**src/rtl/div_issue_queue.sv**
```systemverilog
// -----------------------------------------------------------------------------
// div_issue_queue
//   Operand queue and issue stage in front of the 4-bit restoring divider.
//   Buffers {dividend, divisor} pairs from a valid/ready producer and presents
//   the head pair on did/dir. The divider loads did/dir on every edge where
//   div_st=1. A load of a real pair counts as an issue.
//
//   Optional feature macro: DIV_ZERO_FILTER_EN
//     When defined, a pair with a zero divisor is accepted on the handshake
//     but dropped, and err pulses for one cycle. When undefined, err is tied 0.
//
// Parameters
//   DEPTH     queue entries (power of two, 2..16)
//   CW        width of the issued-operation counter
//
// Ports
//   clk       clock, all state updates on the rising edge
//   rst       synchronous active-high reset (flushes the queue)
//   in_valid  producer presents a pair on in_did/in_dir
//   in_ready  queue can accept a pair (registered occupancy not full)
//   in_did    dividend in
//   in_dir    divisor in
//   div_st    divider idle/load flag, sampled only
//   did, dir  head pair to divider, 0/0 when empty
//   issued    one-cycle pulse after a pair was handed to the divider
//   issue_cnt pairs issued since reset, wraps modulo 2^CW
//   err       one-cycle pulse after a zero-divisor pair was dropped
//   empty     queue holds no pairs
//   full      queue holds DEPTH pairs
// -----------------------------------------------------------------------------
module div_issue_queue #(
   parameter int DEPTH = 4,
   parameter int CW    = 8
) (
   input  logic          clk,
   input  logic          rst,
   input  logic          in_valid,
   output logic          in_ready,
   input  logic [3:0]    in_did,
   input  logic [3:0]    in_dir,
   input  logic          div_st,
   output logic [3:0]    did,
   output logic [3:0]    dir,
   output logic          issued,
   output logic [CW-1:0] issue_cnt,
   output logic          err,
   output logic          empty,
   output logic          full
);

   localparam int          PW       = $clog2(DEPTH);
   localparam logic [PW:0] FULL_OCC = (PW+1)'(DEPTH);

   logic [7:0]    mem [DEPTH];
   logic [PW-1:0] wr_ptr;
   logic [PW-1:0] rd_ptr;
   logic [PW:0]   occ;
   logic          push_hs;
   logic          wr_en;
   logic          pop;
   logic          issued_p1;
   logic [CW-1:0] cnt_p1;

   // Status comes only from the registered occupancy, so in_ready never
   // depends on a pop happening in the same cycle.
   assign full     = (occ == FULL_OCC);
   assign empty    = (occ == '0);
   assign in_ready = !full;
   assign push_hs  = in_valid && in_ready;
   // A push into an empty queue is not visible as head until after the edge,
   // so an empty queue never pops.
   assign pop      = div_st && !empty;

`ifdef DIV_ZERO_FILTER_EN
   logic err_p1;

   assign wr_en = push_hs && (in_dir != 4'd0);

   always_ff @(posedge clk) begin
      if (rst) begin
         err_p1 <= 1'b0;
      end else begin
         err_p1 <= push_hs && (in_dir == 4'd0);
      end
   end

   assign err = err_p1;
`else
   assign wr_en = push_hs;
   assign err   = 1'b0;
`endif

   // Head pair; an empty queue feeds 0/0, which the divider treats as a
   // dummy pass.
   always_comb begin
      did = 4'd0;
      dir = 4'd0;
      if (!empty) begin
         {did, dir} = mem[rd_ptr];
      end
   end

   // ---- storage write stage ----
   always_ff @(posedge clk) begin
      if (wr_en) begin
         mem[wr_ptr] <= {in_did, in_dir};
      end
   end

   // ---- pointer / occupancy / issue stage ----
   always_ff @(posedge clk) begin
      if (rst) begin
         wr_ptr    <= '0;
         rd_ptr    <= '0;
         occ       <= '0;
         issued_p1 <= 1'b0;
         cnt_p1    <= '0;
      end else begin
         issued_p1 <= pop;
         if (wr_en) begin
            wr_ptr <= wr_ptr + PW'(1);
         end
         if (pop) begin
            rd_ptr <= rd_ptr + PW'(1);
            cnt_p1 <= cnt_p1 + CW'(1);
         end
         case ({wr_en, pop})
            2'b10:   occ <= occ + (PW+1)'(1);
            2'b01:   occ <= occ - (PW+1)'(1);
            default: occ <= occ;
         endcase
      end
   end

   assign issued    = issued_p1;
   assign issue_cnt = cnt_p1;

endmodule

```
**config.mk**
```make
export PLATFORM = sky130hd
export DESIGN_NAME = div_issue_queue
export DESIGN_NICKNAME = d
export VERILOG_FILES = /design/src/rtl/div_issue_queue.sv
export SDC_FILE = /design/constraint.sdc
export NUM_CORES = 1
export LEC_CHECK = 0
export CORE_MARGIN = 4
export CORE_UTILIZATION = 30
export DETAILED_ROUTE_END_ITERATION = 12
export PLACE_DENSITY_LB_ADDON = 0.1
export SYNTH_ARGS = -nofsm -noshare
export SYNTH_HDL_FRONTEND = slang
export SYNTH_SLANG_ARGS = --single-unit
```
**constraint.sdc**
```tcl
create_clock -name clk -period 6.07 [get_ports clk]
set_clock_uncertainty 0.2 [all_clocks]
set_input_delay 1.214 -clock clk [delete_from_list [all_inputs] [get_ports clk]]
set_output_delay 1.214 -clock clk [all_outputs]
set_load 0.02 [all_outputs]
```
==> impl_metrics.tcl, run 1 <==
set metrics [dict create \
    cpMaxStageDelayCell "dfxtp_1" \
    drt-initial-drc-count 56 \
    synth_top_area_share_pct 45.93 \
    grt_first_pass_wirelength_um 6361 \
    post_drt_via_cell_ratio 4.447 \
    critPathBufInv 1 \
    layout.cells.non_filler 275 \
    synth_ff_type "edfxtp_1" \
    ios 33 \
    crit_path_start_kind "register" \
    r2r_slack_ns 3.35 \
    ys_types 35 \
    p_leak_nw 0.8748 \
    ys_ff_latch 50 \
    worstReg2RegEnd "occ[2]$_SDFFE_PP0P_" \
    rr_worst_depth 8 \
    layout_commonest_cell "edfxtp_1" \
    synth_area_leader_cell "edfxtp_1" \
    dieArea_mm2 0.008373 \
    wl_per_cell_um 14.03 \
    port_buffers 31 \
    drive_above_1_share_pct 13.97 \
    multi_input_area_um2 694.4 \
    ir_worst_vdd_mv 0.1133 \
    first_pass_iters 4 \
    ys_seq_area_share_pct 63.16 \
    start_util_pct 30.79 \
    final_antenna_net_count 0 \
    synthCells 147 \
    critPathCaptureType "primary output" \
    finalMaxSlewViolations 0 \
    rsz0062_at_grt "no" \
    num_antenna_cells 0 \
    syn_area_mm2 0.002092 \
    synthToLayoutAreaGrowth_pct 22.67 \
    power_density_mw_per_mm2 394.2 \
    drcViolationCount 0 \
    cpPeakStageDelay_ns 0.69 \
    drv_cap 0 \
    cp.required_ns 4.66 \
    holdPathStages 2 \
    ys_top_cells_by_area "edfxtp_1 46%, dfxtp_1 17%, mux4_2 8.6%, ha_1 3.6%, xor2_1 2.5%" \
    cts_buffers 5 \
    setup_slack_ns 2.394 \
    worst-setup-path-type "register to primary output" \
    finalCriticalPeriod_ns 3.676 \
    grt_overflow 0 \
    nets 197 \
    layout_common_cells "32 x edfxtp_1, 31 x clkdlybuf4s50_1, 18 x dfxtp_1" \
    cts_repair_resize_count 0 \
    fin_util_pct 37.77 \
    core_area_mm2 0.006794 \
    tns_ns 0 \
    cpLargestDelayFamily "flip-flops" \
    period_share_pct 60.55 \
    holdBufCountCts 0 \
    seq_area_mm2 0.001321 \
    place_congestion 0.7633 \
    crit_chain "mux4_2 -> and2b_1 -> clkdlybuf4s50_1" \
    reg2reg_from "occ[2]$_SDFFE_PP0P_" \
    fin_area_mm2 0.002566 \
    die_w_um 91.51 \
    crit_arrival_ns 2.26 \
    groute.usage.overall_pct 9.937 \
    finalSetupViolCount 0 \
    hp-class "register to register" \
    rows 30 \
    cp.depth 3 \
    htree_levels 2 \
    ctsRootBufferMaster "clkbuf_8" \
    post-place-ws_ns 2.414 \
    dp.cells 267 \
    finalHoldViolCount 0 \
    grt_max_degree 19 \
    yosysWarnings 0 \
    grt_pass1_vias 1244 \
    clock_latency_ns 0.30 \
    vias 1223 \
    antenna_found_initial 0 \
    worstSetupEndpoint "dir[2]" \
    dieHeight_um 91.51 \
    ctsLongestPathBuffers 2 \
    synth_edf_count 32 \
    drt-total-wl_um 3859 \
    clk_pin_slew_ns 0.08 \
    fillCellCount 654 \
    cts_tree "built" \
    maxSlewHeadroom_pct 37.89 \
    clkSinkCount 50 \
    syn_nets 166 \
    dp_hpwl_um 2621 \
    syn_avg_cell_area_um2 14.23 \
    outcome "completed" \
    fmax_ghz 0.2721 \
    path_max_fanout 8 \
    postCtsSetupBuffers 0 \
    ys_async_sr_fraction_pct 0 \
    worst_pin_slew_ns 0.9260 \
    place_area_mm2 0.002480 \
]
worst min path at each step:
stage	to	from	slack, ns
floorplan	register	rd_ptr[1]$_SDFFE_PP0P_	0.28
global placement	issue_cnt[6]$_SDFFE_PP0P_	issue_cnt[6]$_SDFFE_PP0P_	0.28
detailed placement	issue_cnt[6]$_SDFFE_PP0P_	issue_cnt[6]$_SDFFE_PP0P_	0.30
CTS	issue_cnt[6]$_SDFFE_PP0P_	issue_cnt[6]$_SDFFE_PP0P_	0.31
global route	issue_cnt[6]$_SDFFE_PP0P_	issue_cnt[6]$_SDFFE_PP0P_	0.34
finish	issue_cnt[4]$_SDFFE_PP0P_	issue_cnt[4]$_SDFFE_PP0P_	0.31
kinds of logic (layout without fill, tap and decap cells):
logic type | count (synthesis) | after routing | synth area share (%)
simple gates | 40 | 40 | 10.59
fa+ha+maj | 7 | 7 | 4.545
xor+xnor | 6 | 6 | 2.512
mux | 10 | 10 | 9.629
buf+inv | 15 | 47 | 3.648
flops | 50 | 50 | 63.16
compound gates | 18 | 18 | 5.741
other cells | 1 | 1 | 0.1793
metrics by stage:
step	total power, mW	hold slack (ns)
after floorplan	0.6872	0.2847
after global placement	0.8307	0.2797
after detailed placement	0.8349	0.2980
after CTS	1.026	0.3123
after global routing	1.078	0.3392
final	1.012	0.3120
power by group:
part / internal, mW / leakage (nW) / switching, mW / total, mW
clock: 0.0823 / 0.0456 / 0.108 / 0.191
combinational: 0.185 / 0.389 / 0.185 / 0.370
sequential: 0.405 / 0.440 / 0.0466 / 0.451
worst register-to-register path, stage by stage, from the launching register on:
cell and delay (ns):
dfxtp_1 0.46, or3b_1 0.53, nand2_1 0.13, ha_1 0.18, inv_1 0.06, fa_1 0.37, xor2_1 0.16, or3_2 0.40
a21oi_1 0.14
flip-flops by register name (all words and copies together) (netlist names), named ones only:
name       flops
occ            3
wr_ptr         2
issue_cnt      8
rd_ptr         2
mem           32
issued         1
synth_stat cells (2+ instances only):
cell type,number
a21oi_1,7
and2b_1,2
and3_2,4
buf_6,2
clkbuf_1,3
dfxtp_1,18
edfxtp_1,32
ha_1,6
inv_1,7
mux4_2,8
nand2_1,3
nand3_1,5
nor2_1,11
nor2b_1,7
o21ai_0,3
o311ai_0,2
o31ai_1,2
or3_1,2
or4_1,2
xor2_1,6
layer usage:
metal	vias to the layer above	part of all wire, %	track usage (%)
li1	598	-	-
met1	591	49	13.81
met2	29	46	14.61
met3	5	3.5	2.817
met4	0	1.6	3.769
met5	-	0	0
layout make-up:
| type | instances | share of cell area [%] |
|---|---|---|
| timing repair buffer | 32 | 12.38 |
| clock buffer | 6 | 2.828 |
| multi-input combinational | 82 | 27.06 |
| clock inverter | 2 | 0.5363 |
| inverter | 7 | 1.024 |
| tap | 96 | 4.681 |
| sequential | 50 | 51.49 |
No activity file was read; power rests on OpenSTA's default activity.
==> run 2: changes to the inputs <==
- clock period: 6.07 -> 3.4 ns (I/O delays scaled with it)
==> impl_metrics.tcl, run 2 (synthesis results as in run 1) <==
set metrics [dict create \
    ctsLongestPathBuffers 2 \
    grt_max_degree 19 \
    htree_levels 2 \
    wirelength_met1_um 1806 \
    cts_buffers 5 \
    rsz0062_at_grt "no" \
    clk_pin_slew_ns 0.09 \
    cts_repair_resize_count 0 \
    wl_per_cell_um 14.48 \
    path_max_fanout 8 \
    finalMaxSlewViolations 0 \
    holdPathStages 2 \
    drv_cap 0 \
    dieHeight_um 91.51 \
    fmax_ghz 0.3424 \
    layout_common_cells "32 x edfxtp_1, 31 x clkdlybuf4s50_1, 18 x dfxtp_1" \
    p_sw_mw 0.6158 \
    place_congestion 0.7328 \
    maxSlewHeadroom_pct 55.58 \
    cpPeakStageDelay_ns 0.54 \
    power_frac_seq_pct 41.0 \
    dieArea_mm2 0.008373 \
    ir_worst_vdd_mv 0.2522 \
    top_register "mem" \
    drcViolationCount 0 \
    met2WireLength_um 1967 \
    rows 30 \
    tns_ns 0 \
    post-place-ws_ns 0.4285 \
    outcome "completed" \
    worst_pin_slew_ns 0.6642 \
    finalCriticalPeriod_ns 2.921 \
    start_util_pct 30.79 \
    comb_power_share_pct 37.0 \
    crit_path_start_kind "register" \
    vias 1220 \
    clkSinkCount 50 \
    hp-class "register to register" \
    layout_commonest_cell "edfxtp_1" \
    grt_first_pass_wirelength_um 6651 \
    crit_arrival_ns 2.04 \
    critPathCaptureType "primary output" \
    post_drt_via_cell_ratio 4.404 \
    port_buffers 31 \
    core_area_mm2 0.006794 \
    clock_latency_ns 0.30 \
    hold_end "issue_cnt[6]$_SDFFE_PP0P_" \
    power_density_mw_per_mm2 730.3 \
    dp_hpwl_um 2686 \
    finalHoldViolCount 0 \
    hold_slack_ns 0.3057 \
    grt_overflow 0 \
    worst-setup-path-type "register to primary output" \
    die_w_um 91.51 \
    rr_worst_depth 8 \
    synthToLayoutAreaGrowth_pct 24.64 \
    fin_util_pct 38.38 \
    fillCellCount 634 \
    num_antenna_cells 0 \
    period_share_pct 85.90 \
    antenna_found_initial 0 \
    cpMaxStageDelayCell "clkdlybuf4s50_1" \
    first_pass_iters 4 \
    p_leak_nw 0.8974 \
    grt_pass1_vias 1316 \
    drt-initial-drc-count 42 \
    nets 199 \
    ctsRootBufferMaster "clkbuf_8" \
    drive_above_1_share_pct 15.47 \
    worstReg2RegEnd "occ[2]$_SDFFE_PP0P_" \
    postCtsSetupBuffers 0 \
    largest_register_ffs 32 \
    reg2reg_from "occ[2]$_SDFFE_PP0P_" \
    cp.required_ns 2.52 \
    intPower_mw 1.288 \
    drt-total-wl_um 4010 \
    r2r_slack_ns 0.67 \
    swShare_pct 32.34 \
    finalSetupViolCount 0 \
    wl_met3_um 171 \
    hp-start "issue_cnt[6]$_SDFFE_PP0P_" \
    final_antenna_net_count 0 \
    groute.usage.overall_pct 10.58 \
    ios 33 \
    clkPwrFrac_pct 22.0 \
    highest_layer "met4" \
    holdBufCountCts 0 \
    setup_slack_ns 0.4794 \
    crit_chain "buf_4 -> mux4_2 -> nor2b_1 -> clkdlybuf4s50_1" \
    cts_tree "built" \
]
[run 2: changes by cell type in the layout (fill, tap and decap cells not counted), sizes merged]
| cell | before | now |
|---|---|---|
| buf | 1 | 3 |
| bufinv | 0 | 1 |
| clkbuf | 6 | 5 |
[run 2: critical path, delay by kind of cell, from the launching register on]
kind | cells | cell delay, ns
buf+inv | 2 | 0.74
mux | 1 | 0.51
flops | 1 | 0.32
simple gates | 1 | 0.16
[run 2: worst max-delay path by stage]
| stage | from | end | slack, ns |
|---|---|---|---|
| 6_report | register | did[1] | 0.48 |
| 5_1_grt | register | did[1] | 0.37 |
| 4_1_cts | register | dir[2] | 0.43 |
| 3_5_place_dp | div_st | occ[2]$_SDFFE_PP0P_ | 0.43 |
| 3_3_place_gp | div_st | occ[2]$_SDFFE_PP0P_ | 0.50 |
| 2_1_floorplan | occ[2]$_SDFFE_PP0P_ | occ[2]$_SDFFE_PP0P_ | 0.89 |
[run 2: stage by stage]
stage,total power [mW],cell area (um2),instances
after floorplan,1.227,2092,147
after global placement,1.499,2495,269
after detailed placement,1.511,2495,269
final,1.904,2608,277
after global routing,2.027,2608,277
after CTS,1.931,2608,277
[run 2: cell type report]
| type | count | area, um2 | share of cell area, % |
|---|---|---|---|
| sequential | 50 | 1321 | 50.67 |
| multi-input combinational | 82 | 694.4 | 26.63 |
| timing repair buffer | 34 | 332.8 | 12.76 |
| tap | 96 | 120.1 | 4.607 |
| clock buffer | 5 | 68.82 | 2.639 |
| clock inverter | 3 | 43.79 | 1.679 |
| inverter | 7 | 26.28 | 1.008 |
[run 2: power by group through the flow]
| stage | combinational (mW) | clock [mW] | sequential, mW |
|---|---|---|---|
| final | 0.705 | 0.418 | 0.781 |
| after global routing | 0.775 | 0.459 | 0.794 |
| after floorplan | 0.439 | 0 | 0.788 |
| after detailed placement | 0.714 | 0 | 0.797 |
| after global placement | 0.707 | 0 | 0.792 |
| after CTS | 0.719 | 0.429 | 0.783 |
[run 2: routing by layer]
metal,track usage (%),up-vias
met5,0,-
met2,16.68,25
met1,13.49,590
met4,4.397,0
met3,3.148,7
li1,-,598
